## config.mk

```make
export PLATFORM = sky130hd
export DESIGN_NAME = jpeg2_byte_sink_flat
export DESIGN_NICKNAME = d
export VERILOG_FILES = /design/src/rtl/jpeg2_byte_sink_if.sv /design/src/rtl/jpeg2_byte_sink.sv /design/src/flat_wrapper.sv
export SDC_FILE = /design/constraint.sdc
export NUM_CORES = 1
export LEC_CHECK = 0
export BUFFER_PORTS_ARGS = -buffer_cell sky130_fd_sc_hd__clkbuf_2
export CORE_AREA = 2 2 228 140
export DETAILED_ROUTE_END_ITERATION = 8
export DIE_AREA = 0 0 230 142
export PLACE_DENSITY_LB_ADDON = 0.12
export SYNTH_ARGS = -nofsm -noshare
export SYNTH_HDL_FRONTEND = slang
export SYNTH_SLANG_ARGS = --single-unit
```

## constraint.sdc

```tcl
create_clock -name clk -period 12.1 [get_ports clk]
set_input_delay 1.815 -clock clk [delete_from_list [all_inputs] [get_ports clk]]
set_output_delay 1.815 -clock clk [all_outputs]
set_load 0.05 [all_outputs]
```

## src/rtl/jpeg2_byte_sink_if.sv

```systemverilog
// Bus bundle between the bitstream source (jpeg_top / bench) and the byte
// sink: the word-level bitstream inputs and the byte-RAM write side.
interface jpeg2_byte_sink_if;
  logic [31:0] bits_in;
  logic        bits_rdy;
  logic [4:0]  eof_cnt;
  logic        eof_p;
  logic [7:0]  ram_byte;
  logic        ram_wren;
  logic [23:0] ram_wraddr;
  logic [23:0] frame_size;
  logic        frame_done;
  logic        overflow;
  logic        busy;

  // Source side: drives the bitstream words, observes the byte writes.
  modport master (
    output bits_in, bits_rdy, eof_cnt, eof_p,
    input  ram_byte, ram_wren, ram_wraddr, frame_size, frame_done, overflow, busy
  );

  // Sink side: consumes bitstream words, produces byte writes.
  modport slave (
    input  bits_in, bits_rdy, eof_cnt, eof_p,
    output ram_byte, ram_wren, ram_wraddr, frame_size, frame_done, overflow, busy
  );
endinterface

```

## src/rtl/jpeg2_byte_sink.sv

```systemverilog
// Byte sink for the jpeg_top bitstream.
// Buffers 32-bit bitstream words (plus the final partial word of a frame) in
// a small FIFO and serialises them MSB-first as one byte per cycle onto a
// byte-write RAM port, optionally appending the FF D9 end-of-image marker.
//
// state    | meaning
// ---------+-----------------------------------------------------------
// S_IDLE   | nothing loaded; pops the FIFO head when one is available
// S_SHIFT  | emitting bytes of the loaded word, MSB first
// S_EOI_FF | emitting the 0xFF half of the EOI marker
// S_EOI_D9 | emitting the 0xD9 half of the EOI marker
// S_DONE   | latching frame_size, pulsing frame_done, clearing address
module jpeg2_byte_sink #(
  parameter int FIFO_DEPTH = 8,
  parameter bit APPEND_EOI = 1'b1,
  parameter bit PAD_ONES   = 1'b1
) (
  input logic               clk,
  input logic               rst,
  jpeg2_byte_sink_if.slave  sink_if
);

  localparam int AW = $clog2(FIFO_DEPTH);
  localparam logic [AW:0] DEPTH_V  = (AW+1)'(FIFO_DEPTH);
  localparam logic [AW:0] DEPTH_M1 = (AW+1)'(FIFO_DEPTH - 1);

  // Entry layout: {data[31:0], nbits[5:0], last}
  typedef logic [38:0] entry_t;

  typedef enum logic [2:0] {
    S_IDLE,
    S_SHIFT,
    S_EOI_FF,
    S_EOI_D9,
    S_DONE
  } state_t;

  // FIFO storage and pointers (one extra pointer bit separates full/empty)
  entry_t      mem_q [FIFO_DEPTH];
  logic [AW:0] wr_ptr_q, rd_ptr_q;
  logic [AW:0] wr_ptr_d, rd_ptr_d;
  logic [AW:0] fill_c;
  logic        empty_c, full_c, room2_c;
  logic        push_word_c, push_part_c, drop_c, pop_c;
  logic [AW-1:0] wr_idx_c, wr_idx2_c;
  entry_t      word_entry_c, part_entry_c, head_c;
  logic        overflow_q;

  // Head-of-FIFO decode
  logic [31:0] h_data_c, h_mask_c, h_fill_c;
  logic [5:0]  h_nbits_c;
  logic        h_last_c;
  logic [2:0]  h_nbytes_c;
  state_t      end_state_c, load_state_c;

  // Serialiser registers
  state_t      state_q;
  logic [31:0] shift_q;
  logic [2:0]  cnt_q;
  logic        last_q;
  logic [23:0] addr_q;
  logic [7:0]  ram_byte_q;
  logic        ram_wren_q;
  logic [23:0] ram_wraddr_q;
  logic [23:0] frame_size_q;
  logic        frame_done_q;

  // Push/pop decisions; a simultaneous full+partial pair needs two free slots,
  // otherwise only the full word goes in and the partial one is dropped.
  always_comb begin
    fill_c       = wr_ptr_q - rd_ptr_q;
    empty_c      = (fill_c == '0);
    full_c       = (fill_c == DEPTH_V);
    room2_c      = (fill_c < DEPTH_M1);
    push_word_c  = sink_if.bits_rdy && !full_c;
    push_part_c  = sink_if.eof_p && (sink_if.bits_rdy ? room2_c : !full_c);
    drop_c       = (sink_if.bits_rdy && !push_word_c) || (sink_if.eof_p && !push_part_c);
    word_entry_c = {sink_if.bits_in, 6'd32, 1'b0};
    part_entry_c = {sink_if.bits_in, {1'b0, sink_if.eof_cnt}, 1'b1};
    wr_idx_c     = wr_ptr_q[AW-1:0];
    wr_idx2_c    = wr_idx_c + AW'(push_word_c);
    pop_c        = !empty_c &&
                   ((state_q == S_IDLE) ||
                    ((state_q == S_SHIFT) && (cnt_q == 3'd1) && !last_q));
    wr_ptr_d     = wr_ptr_q + (AW+1)'(push_word_c) + (AW+1)'(push_part_c);
    rd_ptr_d     = rd_ptr_q + (AW+1)'(pop_c);
  end

  // Decode the FIFO head: byte count, padded data and the state to load into.
  // Bits beyond nbits are forced to the pad value so the last partial byte
  // comes out padded without any per-byte masking later.
  always_comb begin
    head_c       = mem_q[rd_ptr_q[AW-1:0]];
    h_data_c     = head_c[38:7];
    h_nbits_c    = head_c[6:1];
    h_last_c     = head_c[0];
    h_nbytes_c   = 3'((h_nbits_c + 6'd7) >> 3);
    h_mask_c     = ~(32'hFFFF_FFFF >> h_nbits_c);
    h_fill_c     = PAD_ONES ? (h_data_c | ~h_mask_c) : (h_data_c & h_mask_c);
    end_state_c  = APPEND_EOI ? S_EOI_FF : S_DONE;
    if (h_nbytes_c != 3'd0) begin
      load_state_c = S_SHIFT;
    end else if (h_last_c) begin
      load_state_c = end_state_c;
    end else begin
      load_state_c = S_IDLE;
    end
  end

  // FIFO pointers and the sticky overflow flag
  always_ff @(posedge clk or posedge rst) begin
    if (rst) begin
      wr_ptr_q   <= '0;
      rd_ptr_q   <= '0;
      overflow_q <= 1'b0;
    end else begin
      wr_ptr_q   <= wr_ptr_d;
      rd_ptr_q   <= rd_ptr_d;
      overflow_q <= overflow_q | drop_c;
    end
  end

  // FIFO storage writes; contents are don't-care until the pointers cover them
  always_ff @(posedge clk) begin
    if (push_word_c) mem_q[wr_idx_c]  <= word_entry_c;
    if (push_part_c) mem_q[wr_idx2_c] <= part_entry_c;
  end

  // Serialiser FSM with registered byte-write outputs
  always_ff @(posedge clk or posedge rst) begin
    if (rst) begin
      state_q      <= S_IDLE;
      shift_q      <= '0;
      cnt_q        <= '0;
      last_q       <= 1'b0;
      addr_q       <= '0;
      ram_byte_q   <= '0;
      ram_wren_q   <= 1'b0;
      ram_wraddr_q <= '0;
      frame_size_q <= '0;
      frame_done_q <= 1'b0;
    end else begin
      ram_wren_q   <= 1'b0;
      frame_done_q <= 1'b0;
      case (state_q)
        S_IDLE: begin
          if (!empty_c) begin
            shift_q <= h_fill_c;
            cnt_q   <= h_nbytes_c;
            last_q  <= h_last_c;
            state_q <= load_state_c;
          end
        end
        S_SHIFT: begin
          ram_byte_q   <= shift_q[31:24];
          ram_wren_q   <= 1'b1;
          ram_wraddr_q <= addr_q;
          addr_q       <= addr_q + 24'd1;
          shift_q      <= {shift_q[23:0], 8'h00};
          cnt_q        <= cnt_q - 3'd1;
          if (cnt_q == 3'd1) begin
            if (last_q) begin
              state_q <= end_state_c;
            end else if (!empty_c) begin
              // back-to-back: next word loads while its predecessor's last byte goes out
              shift_q <= h_fill_c;
              cnt_q   <= h_nbytes_c;
              last_q  <= h_last_c;
              state_q <= load_state_c;
            end else begin
              state_q <= S_IDLE;
            end
          end
        end
        S_EOI_FF: begin
          ram_byte_q   <= 8'hFF;
          ram_wren_q   <= 1'b1;
          ram_wraddr_q <= addr_q;
          addr_q       <= addr_q + 24'd1;
          state_q      <= S_EOI_D9;
        end
        S_EOI_D9: begin
          ram_byte_q   <= 8'hD9;
          ram_wren_q   <= 1'b1;
          ram_wraddr_q <= addr_q;
          addr_q       <= addr_q + 24'd1;
          state_q      <= S_DONE;
        end
        S_DONE: begin
          frame_size_q <= addr_q;
          frame_done_q <= 1'b1;
          addr_q       <= '0;
          state_q      <= S_IDLE;
        end
        default: state_q <= S_IDLE;
      endcase
    end
  end

  assign sink_if.ram_byte   = ram_byte_q;
  assign sink_if.ram_wren   = ram_wren_q;
  assign sink_if.ram_wraddr = ram_wraddr_q;
  assign sink_if.frame_size = frame_size_q;
  assign sink_if.frame_done = frame_done_q;
  assign sink_if.overflow   = overflow_q;
  assign sink_if.busy       = !empty_c || (state_q != S_IDLE);

endmodule

```

## src/flat_wrapper.sv

```systemverilog
// flat-port wrapper written by rule: the top's interface ports become plain ports
module jpeg2_byte_sink_flat 
#(
  parameter int FIFO_DEPTH = 8,
  parameter bit APPEND_EOI = 1'b1,
  parameter bit PAD_ONES   = 1'b1
)
  (clk, rst, sink_if_bits_in, sink_if_bits_rdy, sink_if_eof_cnt, sink_if_eof_p, sink_if_ram_byte, sink_if_ram_wren, sink_if_ram_wraddr, sink_if_frame_size, sink_if_frame_done, sink_if_overflow, sink_if_busy);
  jpeg2_byte_sink_if sink_if_i ();
  input logic clk;
  input logic rst;
  input wire logic [$bits(sink_if_i.bits_in)-1:0] sink_if_bits_in;
  input wire logic [$bits(sink_if_i.bits_rdy)-1:0] sink_if_bits_rdy;
  input wire logic [$bits(sink_if_i.eof_cnt)-1:0] sink_if_eof_cnt;
  input wire logic [$bits(sink_if_i.eof_p)-1:0] sink_if_eof_p;
  output wire logic [$bits(sink_if_i.ram_byte)-1:0] sink_if_ram_byte;
  output wire logic [$bits(sink_if_i.ram_wren)-1:0] sink_if_ram_wren;
  output wire logic [$bits(sink_if_i.ram_wraddr)-1:0] sink_if_ram_wraddr;
  output wire logic [$bits(sink_if_i.frame_size)-1:0] sink_if_frame_size;
  output wire logic [$bits(sink_if_i.frame_done)-1:0] sink_if_frame_done;
  output wire logic [$bits(sink_if_i.overflow)-1:0] sink_if_overflow;
  output wire logic [$bits(sink_if_i.busy)-1:0] sink_if_busy;
  assign sink_if_i.bits_in = sink_if_bits_in;
  assign sink_if_i.bits_rdy = sink_if_bits_rdy;
  assign sink_if_i.eof_cnt = sink_if_eof_cnt;
  assign sink_if_i.eof_p = sink_if_eof_p;
  assign sink_if_ram_byte = sink_if_i.ram_byte;
  assign sink_if_ram_wren = sink_if_i.ram_wren;
  assign sink_if_ram_wraddr = sink_if_i.ram_wraddr;
  assign sink_if_frame_size = sink_if_i.frame_size;
  assign sink_if_frame_done = sink_if_i.frame_done;
  assign sink_if_overflow = sink_if_i.overflow;
  assign sink_if_busy = sink_if_i.busy;
  jpeg2_byte_sink #(.FIFO_DEPTH(FIFO_DEPTH), .APPEND_EOI(APPEND_EOI), .PAD_ONES(PAD_ONES)) u_core (.clk(clk), .rst(rst), .sink_if(sink_if_i));
endmodule
```

After elaboration in Yosys (flattened, before gate mapping)
Memory sizes are Yosys's and may differ from the RTL's.
Index checks and enable logic that the tools add are counted.
Operators by class
  bitwise logic cells: 4
  $lt $le $gt $ge: 1
  eq/ne operators: 8
  $add $sub $neg: 8
  shifts and indexed selects: 1
  multiplexer cells: 31
  reductions and logical operators: 26
Operators by type and width (number)
  $mux W32: 4
  $not A32 Y32: 2
  $pmux W32 S2: 1
  $pmux W24 S2: 1
  $or A32 B32 Y32: 1
  $shr A32 B6 Y32 const A: 1
  $mux W3: 9
  $add A24 B1 Y24 const B: 1
  $pmux W8 S3: 1
  $add A4 B1 Y4: 3
  $pmux W3 S4: 1
  $mux W1: 11
  $reduce_bool A3 Y1: 3
  $logic_and A1 B1 Y1: 7
  $add A6 B3 Y6 const B: 1
  $eq A3 B1 Y1 const B: 2
  $eq A3 B2 Y1 const B: 2
  $pmux W3 S2: 1
  $logic_not A1 Y1: 5
  $eq A4 B4 Y1 const B: 1
  $logic_not A4 Y1: 1
  $lt A4 B3 Y1 const B: 1
  $ne A2 B2 Y1 const B: 2
  $reduce_and A2 Y1: 2
  other kinds (12): 15
Word-level totals
  memory bits (writable): 312
  register bits after elaboration: 130
  logic and storage cells: 93
  output and inout port bits: 60
  memories: 1
Memory list
  u_core.mem_q: depth 8, width 39, rd ports 1, clocked after Yosys merged registers in 0, wr ports 2, line jpeg2_byte_sink.sv:39  | entry_t mem_q [FIFO_DEPTH];

Longest topological paths before layout
  depth after elaboration: 9
  depth in mapped cells: 18
  mapped depth without buffers: 13

Worst setup path after synthesis
Ideal clock, no wire load.
  path kind: flip-flop to flip-flop
  start point: register u_core.rd_ptr_q[1]
  end point: memory u_core.mem_q[5][10] (netlist name), enable pin
  data required time: 11.688 ns
  buffers on the path: 6
  period minus slack after synthesis: 5.170 ns
  stages on the path, launching flop included: 16
  slack: 6.930 ns
  setup time: 0.412 ns
  arrival time: 4.758 ns
  cells stage by stage: dfrtp_1 -> buf_2 -> buf_2 -> buf_2 -> buf_1 -> inv_1 -> fa_1 -> xnor2_1 -> and3b_1 -> buf_2 -> a21boi_4 -> ha_1 -> ha_1 -> nand2b_1 -> o31ai_2 -> clkbuf_1
RTL lines
  from (decl): line jpeg2_byte_sink.sv:40  | logic [AW:0] wr_ptr_q, rd_ptr_q;
  from (signal assigned): line jpeg2_byte_sink.sv:118  | rd_ptr_q <= rd_ptr_d;
  to (decl): line jpeg2_byte_sink.sv:39

Final worst setup path
  start point: register u_core.rd_ptr_q[0]
  end point: output sink_if_busy
Between the ends
  longest elaborated chain between the ends: 4
Ends and longest elaborated chain
  $sub A4 B4 Y4: line jpeg2_byte_sink.sv:71  | fill_c = wr_ptr_q - rd_ptr_q;
  $logic_not A4 Y1: line jpeg2_byte_sink.sv:72  | empty_c = (fill_c == '0);
  $logic_not A1 Y1: line jpeg2_byte_sink.sv:206  | assign sink_if.busy = !empty_c || (state_q != S_IDLE);
  $logic_or A1 B1 Y1: line jpeg2_byte_sink.sv:206
  to (decl): line flat_wrapper.sv:22  | output wire logic [$bits(sink_if_i.busy)-1:0] sink_if_busy;
No other way between the ends.

==> impl_metrics.py <==
metrics = {
    "place": {
        "gp_congestion": 0.838,
        "hpwl_mm": 26.1,
        "dp_cells": 1928,
        "portBuffers": 100,
    },
    "detailed_routing": {
        "wirelength_mm": 41.8,
        "vias_per_cell": 5.94,
        "ant_nets": 0,
        "dr.pass1.iters": 6,
        "vias": 11900,
        "avgRoutedWirePerCell_microns": 20.9,
        "drc": 0,
        "drtIter0Drc": 1103,
    },
    "sta": {
        "finalHoldViolCount": 0,
        "setup-violations-final": 0,
        "fin_setup_tns_ns": 0,
        "period_share_pct": 44.9,
        "skew_ns": 0.0186,
        "fmax_mhz": 184,
        "post-route-min-period_ns": 5.43,
        "slew_headroom_pct": 24.8,
        "slew_viol_final": 0,
        "rsz0062_at_grt": "false",
        "tightest_slew_ns": 1.12,
    },
    "worst_hold_path": {
        "hold_depth": 2,
        "hp-class": "flop to flop",
    },
    "power": {
        "p_leak_nw": 8.65,
        "vdd_ir_drop_max_uv": 195,
        "power_density_mw_per_mm2": 287,
    },
    "clock_network": {
        "cts_setup_buffers": 0,
        "clock_sinks": 442,
        "tritoncts": "done",
        "clk_latency_ns": 0.55,
        "cts_root_buf": "clkbuf_16",
        "clk_path_buf_depth": 3,
        "cts_made_buffers": 40,
        "cts_max_level": 2,
        "hold_buffers": 0,
        "clkTransAtPathRegs_ns": 0.07,
        "cts_resized": 0,
    },
    "grt": {
        "grt_usage_pct": 26.8,
        "grt_max_degree": 72,
        "grt_pass1_wl_mm": 67.0,
        "grt_overflow": 0,
        "grt_pass1_vias": 11800,
        "antenna_found_initial": 1,
    },
    "final_layout": {
        "final_cell_mix": "and2_1 (310), edfxtp_1 (296), nand2_1 (131)",
        "layout.nets": 1608,
        "finalNonFillerCells": 1999,
        "drive_above_1_share_pct": 19.7,
        "final_common_cell": "and2_1",
        "syn_to_final_growth_pct": 10.8,
    },
    "die": {
        "ios": 101,
        "core-area_sq_mm": 0.0307,
        "die_w_microns": 230,
        "die_h_microns": 142,
        "row_count": 50,
        "start_util_pct": 65.0,
        "die_area_sq_mm": 0.0327,
    },
    "worst_setup_path": {
        "critPathKind": "flop to output port",
        "path_max_fanout": 43,
        "critPathArrivalTime_ns": 3.61,
        "r2r_cells": 12,
        "crit_required_ns": 10.28,
        "cp-start-kind": "flop",
        "cp-end-kind": "output port",
    },
    "run_status": {
        "status": "completed",
    },
    "yosys": {
        "synth_nets": 1524,
        "ys_seq_area_share_pct": 62.6,
        "async_flop_share_pct": 29.4,
        "syn_area_sq_mm": 0.0199,
        "synth_flop_cell": "edfxtp_1",
        "ys_ff_latch": 442,
        "avgSynthCellArea_sq_um": 13.6,
        "synth_cells": 1470,
        "synth_cell_types": 70,
        "synth-edff-count": 296,
        "ys_warn_count": 0,
    },
    "run": {
        "drv_cap": 0,
    },
}
[critical path, cell delays in order, from the launching register on]
cell      delay, ns
dfrtp_4        1.03
ha_1           0.32
inv_1          0.07
fa_1           0.37
xnor2_1        0.21
and3b_1        0.35
o21ai_2        0.20
nor2_1         0.14
nand2_1        0.09
clkbuf_2       0.27
[synth_stat cells (5+ instances only)]
master / number / share of area (%)
o31ai_2: 5 / 0.31
a21o_1: 9 / 0.34
nand3b_1: 5 / 0.19
mux4_2: 76 / 8.6
nand2_1: 131 / 2.5
or3_1: 10 / 0.31
xor2_1: 12 / 0.53
xnor2_1: 15 / 0.66
nand4_1: 8 / 0.25
o21ai_0: 45 / 1.1
clkbuf_1: 44 / 0.83
nor3_1: 10 / 0.25
a31oi_1: 7 / 0.22
and2_1: 310 / 9.7
buf_2: 26 / 0.65
dfxtp_1: 16 / 1.6
dfrtp_1: 130 / 16
edfxtp_1: 296 / 45
nor2b_1: 8 / 0.25
o221ai_1: 6 / 0.26
a211oi_1: 7 / 0.26
mux2i_1: 16 / 0.80
ha_1: 11 / 0.69
inv_1: 23 / 0.43
nor2_1: 68 / 1.3
nand3_1: 17 / 0.43
mux2_2: 24 / 1.4
o2111ai_1: 5 / 0.22
buf_1: 6 / 0.11
a21oi_1: 40 / 1.0
o22ai_1: 9 / 0.28
[report_power, final]
group          internal [mW]  switching (mW)  total [mW]
Sequential              2.27           0.260        2.53
Clock                  0.683           0.546        1.23
Combinational          0.950            1.63        2.58
[cells by family (layout without fill, tap and decap cells)]
logic type,Yosys count,count (layout),synth area share (%)
other cells,0,1,0
fa+ha+maj,14,14,0.942
buf+inv,108,220,2.31
flops,442,442,62.6
simple gates,592,592,16.1
compound gates,169,169,5.88
mux,118,118,11.0
xor+xnor,27,27,1.19
[registers in the layout (all words and copies together) (netlist names)]
name / count
u_core.last_q: 1
u_core.state_q: 3
u_core.sink_if.overflow: 1
u_core.addr_q: 24
u_core.cnt_q: 3
u_core.shift_q: 32
u_core.mem_q: 312
u_core.rd_ptr_q: 4
u_core.sink_if.ram_wren: 1
u_core.sink_if.ram_wraddr: 24
u_core.sink_if.ram_byte: 8
u_core.wr_ptr_q: 4
u_core.sink_if.frame_size: 24
u_core.sink_if.frame_done: 1
[layer usage]
layer / vias to the layer above / routed length [microns] / part of all wire [%] / GRT usage (%)
li1: 5485 / - / - / -
met1: 5918 / 19600 / 47 / 42.2
met2: 396 / 18400 / 44 / 39.4
met3: 66 / 3070 / 7.3 / 5.17
met4: 0 / 707 / 1.7 / 6.08
met5: - / 0 / 0 / 0
[path summary, 6_finish.rpt]
check / start / end / slack (ns)
min in group asynchronous: rst / u_core.sink_if.ram_wraddr[23] / 1.33
max reg2reg: u_core.rd_ptr_q[0] / u_core.mem_q[1][11] / 7.17
min: u_core.mem_q[4][6] / u_core.mem_q[4][6] / 0.45
min reg2reg: u_core.mem_q[4][6] / u_core.mem_q[4][6] / 0.45
max: u_core.rd_ptr_q[0] / sink_if_busy / 6.67
max in group asynchronous: rst / u_core.rd_ptr_q[1] / 9.39
[layout make-up]
type                    count  area, sq um
inverters                  27          106
well taps                 416          520
flip-flops and latches    442        12500
fillers                  2042         8580
multi-input cells         920         7070
clock buffers              53         1100
diodes                      1         2.50
repair buffers            123          673
clock inverters            17          131
[metrics by stage]
stage	util, %	power, mW	setup WS [ns]	hold WS [ns]	area, sq um
floorplan	-	4.36	6.82	0.421	19900
global placement	68.0	5.02	7.37	0.433	20800
detailed placement	68.0	5.12	7.24	0.439	20800
CTS	72.0	6.35	6.65	0.449	22100
global route	72.0	6.70	6.46	0.459	22100
finish	72.0	6.34	6.67	0.449	22100
No activity file was read; power rests on OpenSTA's default activity.
